File: src/rtl/out24_pkg.sv
// Shared types and constants for the out24 slice-collector slice.
package out24_pkg;

   typedef enum logic [1:0] {IDLE, LOAD, MERGE, EMIT} state_t;

   localparam int unsigned ENTRY_W      = 18;
   localparam int unsigned SLICE_HI_DEF = 14;
   localparam int unsigned SLICE_LO_DEF = 8;

   // FIFO entry layout: control bit above the 17-bit bus word
   typedef struct packed {
      logic        sgn;
      logic [21:5] word;
   } entry_t;

endpackage

File: src/rtl/out24_sync_fifo.sv
// Single-clock FIFO with extra-MSB pointers; full/empty decoded from the pointer pair.
module out24_sync_fifo #(
   parameter int unsigned DEPTH   = 4,
   parameter int unsigned ENTRY_W = 18
) (
   input  logic               clock_0,
   input  logic               reset_0,
   input  logic               push,
   input  logic [ENTRY_W-1:0] wdata,
   input  logic               pop,
   output logic [ENTRY_W-1:0] rdata,
   output logic               full,
   output logic               empty
);

   localparam int unsigned AW    = $clog2(DEPTH);
   localparam int unsigned PTR_W = AW + 1;

   logic [PTR_W-1:0]   wptr_q, rptr_q;
   logic [ENTRY_W-1:0] mem [DEPTH];
   logic               push_ok, pop_ok;

   assign full    = (wptr_q[AW] != rptr_q[AW]) && (wptr_q[AW-1:0] == rptr_q[AW-1:0]);
   assign empty   = (wptr_q == rptr_q);
   assign push_ok = push & ~full;
   assign pop_ok  = pop & ~empty;
   assign rdata   = mem[rptr_q[AW-1:0]];

   always_ff @(posedge clock_0 or posedge reset_0) begin
      if (reset_0) begin
         wptr_q <= '0;
         rptr_q <= '0;
      end else begin
         if (push_ok) wptr_q <= wptr_q + 1'b1;
         if (pop_ok)  rptr_q <= rptr_q + 1'b1;
      end
   end

   // Storage needs no reset: the pointers alone define what is valid
   always_ff @(posedge clock_0) begin
      if (push_ok) mem[wptr_q[AW-1:0]] <= wdata;
   end

endmodule

File: src/rtl/out24_slice_collector.sv
// Buffers out24 bus words, rebuilds each through a load/slice-merge/emit FSM, and
// presents the result on a valid/ready port with a wrapping emit counter.
module out24_slice_collector
   import out24_pkg::*;
#(
   parameter int unsigned DEPTH    = 4,
   parameter int unsigned SLICE_HI = SLICE_HI_DEF,
   parameter int unsigned SLICE_LO = SLICE_LO_DEF
) (
   input  logic               clock_0,
   input  logic               reset_0,
   input  logic               in_valid,
   output logic               in_ready,
   input  logic [21:5]        in24,
   input  logic signed [28:28] in1,
   output logic               out_valid,
   input  logic               out_ready,
   output logic [21:5]        out_data,
   output logic [7:0]         out_cnt
);

   localparam int unsigned SLICE_W = SLICE_HI - SLICE_LO + 1;

   state_t              state_q, state_d;
   logic [21:8]         acc_q, acc_d;
   logic [7:5]          tag_q, tag_d;
   logic                sgn_q, sgn_d;
   logic [7:0]          cnt_q, cnt_d;
   logic                pop;
   logic                fifo_full, fifo_empty;
   logic [ENTRY_W-1:0]  fifo_rdata;
   entry_t              head;
   logic [SLICE_W-1:0]  merge_rhs;

   out24_sync_fifo #(
      .DEPTH   (DEPTH),
      .ENTRY_W (ENTRY_W)
   ) u_fifo (
      .clock_0 (clock_0),
      .reset_0 (reset_0),
      .push    (in_valid),
      .wdata   ({in1, in24}),
      .pop     (pop),
      .rdata   (fifo_rdata),
      .full    (fifo_full),
      .empty   (fifo_empty)
   );

   assign head      = entry_t'(fifo_rdata);
   assign in_ready  = ~fifo_full & ~reset_0;
   assign out_valid = (state_q == EMIT);
   assign out_data  = {acc_q, tag_q};
   assign out_cnt   = cnt_q;

   // 2-bit RHS is always 2'b11; it is zero-extended into the slice, never sign-extended
   assign merge_rhs = SLICE_W'({1'b1, ~(sgn_q & ~sgn_q)});

   always_ff @(posedge clock_0 or posedge reset_0) begin
      if (reset_0) begin
         state_q <= IDLE;
         acc_q   <= '0;
         tag_q   <= '0;
         sgn_q   <= 1'b0;
         cnt_q   <= '0;
      end else begin
         state_q <= state_d;
         acc_q   <= acc_d;
         tag_q   <= tag_d;
         sgn_q   <= sgn_d;
         cnt_q   <= cnt_d;
      end
   end

   always_comb begin
      state_d = state_q;
      acc_d   = acc_q;
      tag_d   = tag_q;
      sgn_d   = sgn_q;
      cnt_d   = cnt_q;
      pop     = 1'b0;
      case (state_q)
         IDLE: begin
            if (!fifo_empty) state_d = LOAD;
         end
         LOAD: begin
            pop     = 1'b1;
            acc_d   = head.word[21:8];
            tag_d   = head.word[7:5];
            sgn_d   = head.sgn;
            state_d = MERGE;
         end
         MERGE: begin
            acc_d[SLICE_HI:SLICE_LO] = merge_rhs;
            state_d                  = EMIT;
         end
         EMIT: begin
            if (out_ready) begin
               cnt_d   = cnt_q + 8'd1;
               state_d = IDLE;
            end
         end
         default: state_d = IDLE;
      endcase
   end

endmodule
File: config.mk
export PLATFORM = sky130hd
export DESIGN_NAME = out24_slice_collector
export DESIGN_NICKNAME = d
export VERILOG_FILES = /design/src/rtl/out24_pkg.sv /design/src/rtl/out24_sync_fifo.sv /design/src/rtl/out24_slice_collector.sv
export SDC_FILE = /design/constraint.sdc
export NUM_CORES = 1
export LEC_CHECK = 0
export CAP_MARGIN = 20
export CORE_MARGIN = 2
export CORE_UTILIZATION = 30
export CTS_CLUSTER_DIAMETER = 30
export DETAILED_ROUTE_END_ITERATION = 8
export PLACE_DENSITY = 0.54
export REMOVE_ABC_BUFFERS = 1
export SYNTH_ARGS = -nofsm -noshare
export SYNTH_HDL_FRONTEND = slang
export SYNTH_SLANG_ARGS = --single-unit
File: constraint.sdc
create_clock -name clock_0 -period 2.3 [get_ports clock_0]
set_clock_uncertainty 0.1 [all_clocks]
set_input_delay 0.46 -clock clock_0 [delete_from_list [all_inputs] [get_ports clock_0]]
set_output_delay 0.46 -clock clock_0 [all_outputs]
set_load 0.02 [all_outputs]
==> results.sh, run 1 <==
export IMPL_ys_async_sr_fraction=0.327
export IMPL_antenna_cells=0
export IMPL_final_cells=458
export IMPL_synthTopCellsByArea="edfxtp_1, dfrtp_1, mux4_2, mux2_2, mux4_1"
export IMPL_root_buffer="clkbuf_16"
export IMPL_synth_area_per_cell_sq_um=18.9
export IMPL_cts_tree="built"
export IMPL_synth_cell_types=33
export IMPL_final_core_util=0.383
export IMPL_whs_ns=0.367
export IMPL_timing_final_ws_setup_ns=0.127
export IMPL_route_detailed_drc=0
export IMPL_period_minus_slack_ns=2.17
export IMPL_dr_first_iter_drc_count=80
export IMPL_synth_ff_type="edfxtp_1"
export IMPL_overflow=0
export IMPL_synth_most_common_cell="edfxtp_1"
export IMPL_cp_top_family="buffers and inverters"
export IMPL_crit_path_top_delay_cell="clkdlybuf4s50_1"
export IMPL_synth_seq_cells=101
export IMPL_power_mw=6.74
export IMPL_dieArea_sq_um=14400
export IMPL_cts_sinks=101
export IMPL_crit_path_max_fanout=5
export IMPL_finalWeightedCongestion=0.689
export IMPL_synth_edf_count=68
export IMPL_h_tree_depth=3
export IMPL_final_hold_violation_count=0
export IMPL_postCtsSetupBuffers=0
export IMPL_synth_top_area_share=0.505
export IMPL_final_period_utilization=0.945
export IMPL_grt_pass1_wl_microns=11700
export IMPL_layout_nets=311
export IMPL_vias=1989
export IMPL_clk_pin_slew_ns=0.06
export IMPL_ant_nets=0
export IMPL_tightest_slew_ns=0.481
export IMPL_setup_worst_path_class="flip-flop to output port"
export IMPL_p_leak_nw=1.85
export IMPL_yosysWarnings=0
export IMPL_numPortBuffers=47
export IMPL_yosysTopAreaCell="edfxtp_1"
export IMPL_die_w_microns=120
export IMPL_synth_area_sq_um=4040
export IMPL_grt_util_all_layers=0.112
export IMPL_wl_per_cell_microns=16.1
export IMPL_vias_per_cell=4.34
export IMPL_power_density_nw_per_um2=1330
export IMPL_insertion_delay_ns=0.34
export IMPL_rows=42
export IMPL_final_area_sq_um=5050
export IMPL_path_cells="ha_1, clkdlybuf4s50_1"
export IMPL_max_freq_ghz=0.460
export IMPL_area_growth_pct=24.9
export IMPL_syn_inst=214
export IMPL_status="finished clean"
export IMPL_fin_tns_setup_ns=0
export IMPL_cp_end_kind="output port"
export IMPL_io_pins=49
export IMPL_grt_start_max_net_pins=34
export IMPL_max_vdd_ir_drop_uv=687
export IMPL_cts_path_max_buffers=2
export IMPL_dpl_cell_count=444
export IMPL_dpl_cell_area_sq_um=4800
export IMPL_maxSlewHeadroom=0.679
export IMPL_dp_hpwl_microns=4840
export IMPL_cts_made_buffers=9
export IMPL_yosys_top_cells_count="edfxtp_1, dfrtp_1, mux2_2, mux4_2, inv_1"
export IMPL_worstPathBufferInverterCount=1
export IMPL_hold_class="flip-flop to flip-flop"
export IMPL_grt_setup_unrepaired="false"
export IMPL_routed_wl_microns=7370
export IMPL_dr_pass1_iters=4
export IMPL_dp_slack_ns=0.0757
export IMPL_drv_slew=0
export IMPL_max_cap_violations=0
export IMPL_die_y_microns=120
export IMPL_critPathArrivalTime_ns=1.61
export IMPL_initial_core_util=0.307
export IMPL_critPathLaunchType="flip-flop"
export IMPL_yosysSeqAreaShare=0.709
export IMPL_coreArea_sq_um=13200
export IMPL_setup_violations=0
export IMPL_worstPathRequired_ns=1.74
export IMPL_max_stage_delay_ns=0.63
export IMPL_drive_above_1_share=0.199
export IMPL_antenna_found_initial=0
export IMPL_grt_pass1_vias=2135
-- final timing paths --
check	from	endpoint	slack [ns]	depth (start not counted)
max in group asynchronous	reset_0	acc_q[21]$_DFFE_PP0P_	1.30	3
hold / removal	out_cnt[7]$_DFFE_PP0P_	out_cnt[7]$_DFFE_PP0P_	0.37	1
setup reg to reg	u_fifo.rptr_q[0]$_DFFE_PP0P_	tag_q[7]$_DFFE_PP0P_	0.36	4
setup / recovery	state_q[0]$_DFFE_PP0P_	out_valid	0.13	2
min in group asynchronous	reset_0	out_cnt[7]$_DFFE_PP0P_	0.46	3
hold reg to reg	out_cnt[7]$_DFFE_PP0P_	out_cnt[7]$_DFFE_PP0P_	0.37	1
-- flip-flops by register name, indices dropped and copies added (netlist names) --
signal	flops
acc_q	14
out_cnt	8
state_q	2
tag_q	3
u_fifo.mem	68
u_fifo.rptr_q	3
u_fifo.wptr_q	3
-- cell usage in the layout, fill, tap and decap left out, types with 9 or more instances in the layout --
master	netlist	layout
mux2_2	12	12
dfrtp_1	33	33
nand2_1	10	10
clkdlybuf4s50_1	0	46
mux4_2	12	12
inv_1	11	11
clkbuf_16	0	9
xnor2_1	9	9
buf_4	0	12
edfxtp_1	68	68
ha_1	10	10
-- cell families after synthesis --
kind of cell             share of synthesized area
multiplexers                                 0.139
buffers and inverters                       0.0201
flip-flops                                   0.709
AND/OR/NAND/NOR                             0.0288
adder cells (fa/ha/maj)                     0.0309
AO/OA/AOI/OAI                               0.0303
XOR/XNOR                                    0.0415
-- what timing repair did --
item                                    4_1_cts  5_1_grt
gates resized for setup                       1        0
hold endpoints to repair                      0        0
endpoints found under the setup margin        1        0
hold buffers                                  0        0
-- power by group --
| part | switching [mW] | internal, mW |
|---|---|---|
| logic | 1.33 | 1.32 |
| registers | 0.251 | 2.53 |
| clock network | 0.599 | 0.716 |
-- area by class of cell --
cell class,count,area (sq um)
flip-flops and latches,101,2870
repair buffers,60,579
inverters,11,41.3
fillers,1237,8140
clock inverters,3,16.3
clock buffers,11,233
well taps,176,220
multi-input cells,96,1090
-- routing by layer --
metal	global-route usage	wire (microns)	vias up
li1	-	-	938
met1	0.136	3190	999
met2	0.184	3720	43
met3	0.0399	338	9
met4	0.0419	116	0
met5	0	0	-
-- worst reg2reg max path: stages (launching register included) --
cell     delay, ns
dfrtp_1       0.38
buf_4         0.22
buf_4         0.26
mux4_1        0.59
mux2_2        0.28
Power figures use the tool's default switching activity.
==> run 2, diff against run 1 <==
- CORE_UTILIZATION: 30 -> 50
- CTS_CLUSTER_SIZE: unset -> 20
- PLACE_DENSITY: 0.54 -> 0.79
==> run 2 against run 1 <==
Net effect: utilization rose by 25 points; clock power fell by 19%; fmax rose by 3.4%; critical path depth rose by 1; worst hold slack improved by 0.0072 ns; combinational power barely moved; power fell by 3.6%; sequential power barely moved; routed wire length fell by 9.5%; clock-buffer cell count did not move; critical path type unchanged.
==> results.sh, run 2 (synthesized netlist as in run 1, its figures left out) <==
export IMPL_status="finished clean"
export IMPL_cts_sinks=101
export IMPL_grt_pass1_wl_microns=10800
export IMPL_grt_setup_unrepaired="false"
export IMPL_cts_path_max_buffers=2
export IMPL_multiInputGateArea_sq_um=1090
export IMPL_setup_violations=0
export IMPL_layout_commonest_cell="edfxtp_1"
export IMPL_die_y_microns=93.9
export IMPL_p_int_mw=4.36
export IMPL_max_cap_violations=0
export IMPL_grt_util_all_layers=0.169
export IMPL_whs_ns=0.374
export IMPL_rows=32
export IMPL_vias_per_cell=5.27
export IMPL_routed_wl_microns=6670
export IMPL_seq_power_share=0.428
export IMPL_hold_class="flip-flop to flip-flop"
export IMPL_max_vdd_ir_drop_uv=680
export IMPL_numPortBuffers=47
export IMPL_die_w_microns=93.9
export IMPL_swShare=0.329
export IMPL_root_buffer="clkbuf_8"
export IMPL_initial_core_util=0.521
export IMPL_coreArea_sq_um=7770
export IMPL_clk_pin_slew_ns=0.09
export IMPL_dr_first_iter_drc_count=141
export IMPL_tightest_slew_ns=0.455
export IMPL_timing_final_ws_setup_ns=0.198
export IMPL_fin_tns_setup_ns=0
export IMPL_dr_pass1_iters=4
export IMPL_largest_reg_flops=68
export IMPL_cp_end_kind="output port"
export IMPL_final_hold_violation_count=0
export IMPL_ant_nets=0
export IMPL_overflow=0
export IMPL_critPathLaunchType="flip-flop"
export IMPL_io_pins=49
export IMPL_vias=2025
export IMPL_comb_power_share=0.408
export IMPL_antenna_found_initial=0
export IMPL_setup_worst_path_class="flip-flop to output port"
export IMPL_use_met3=0.0554
export IMPL_dpl_cell_count=368
export IMPL_switching_power_mw=2.14
export IMPL_final_period_utilization=0.914
export IMPL_finalWeightedCongestion=0.739
export IMPL_drv_slew=0
export IMPL_dieArea_sq_um=8820
export IMPL_nFillCells=551
export IMPL_use_met2=0.282
export IMPL_route_detailed_drc=0
export IMPL_period_minus_slack_ns=2.10
export IMPL_use_met1=0.214
export IMPL_grt_pass1_vias=2094
export IMPL_postCtsSetupBuffers=0
export IMPL_clockPowerShare=0.165
export IMPL_h_tree_depth=3
export IMPL_worstPathRequired_ns=1.74
export IMPL_maxSlewHeadroom=0.697
export IMPL_area_growth_pct=21.5
export IMPL_layout_common_cells="edfxtp_1, clkdlybuf4s50_1, dfrtp_1"
export IMPL_cts_tree="built"
export IMPL_dp_hpwl_microns=4410
export IMPL_grt_start_max_net_pins=34
export IMPL_layout_nets=309
export IMPL_crit_path_max_fanout=3
export IMPL_grt_busiest_layer="met2"
export IMPL_dp_slack_ns=0.0401
export IMPL_power_density_nw_per_um2=1320
export IMPL_drive_above_1_share=0.202
export IMPL_antenna_cells=0
export IMPL_wl_per_cell_microns=17.4
export IMPL_insertion_delay_ns=0.35
export IMPL_seq_area_sq_um=2870
export IMPL_critPathArrivalTime_ns=1.54
export IMPL_final_cells=384
export IMPL_max_freq_ghz=0.476
export IMPL_cts_made_buffers=9
export IMPL_p_leak_nw=1.84
-- run 2: layout make-up --
class	count	area share
multi-input cells	96	0.223
inverters	11	0.00840
well taps	102	0.0260
clock buffers	11	0.0267
clock inverters	5	0.0122
flip-flops and latches	101	0.584
repair buffers	58	0.120
-- run 2: power by group through the flow --
stage	logic [mW]	clock network (mW)	registers, mW
floorplan	1.34	0	3.13
global placement	2.65	0	2.79
detailed placement	2.71	0	2.83
CTS	2.71	1.11	2.79
global route	2.91	1.19	2.83
finish	2.65	1.07	2.78
-- run 2: layer usage --
layer	vias to the layer above	wire (microns)
li1	939	-
met1	1014	2890
met2	70	3390
met3	2	363
met4	0	27
met5	-	0
-- run 2: final timing paths --
check                                             startpoint                      endpoint  slack (ns)  cells past startpoint
min in group asynchronous                            reset_0        out_cnt[5]$_DFFE_PP0P_        0.46                      3
worst max-delay path            u_fifo.rptr_q[2]$_DFFE_PP0P_                      in_ready        0.20                      3
max in group asynchronous                            reset_0  u_fifo.wptr_q[1]$_DFFE_PP0P_        1.31                      3
worst min-delay path                  out_cnt[7]$_DFFE_PP0P_        out_cnt[7]$_DFFE_PP0P_        0.37                      1
worst max register to register  u_fifo.wptr_q[1]$_DFFE_PP0P_    u_fifo.mem[0][6]$_DFFE_PP_        0.35                      4
worst min register to register        out_cnt[7]$_DFFE_PP0P_        out_cnt[7]$_DFFE_PP0P_        0.37                      1
-- run 2: what timing repair did --
item	in CTS	in global routing
hold buffers	0	0
resized for setup	1	1
setup endpoints to repair	1	1
gates cloned	0	0
-- run 2: metrics by stage --
stage                     cell area (sq um)  utilization  total power, mW
after floorplan                        4000            -             4.47
after CTS                              4910        0.632             6.61
after global routing                   4910        0.633             6.93
after detailed placement               4720        0.608             5.54
after global placement                 4720        0.608             5.44
final                                  4910        0.633             6.50
-- run 2: critical path: stages, from the launching register on --
cell and delay [ns]:
dfrtp_1 0.43, xor2_1 0.20, a31oi_1 0.20, dlygate4sd2_1 0.36
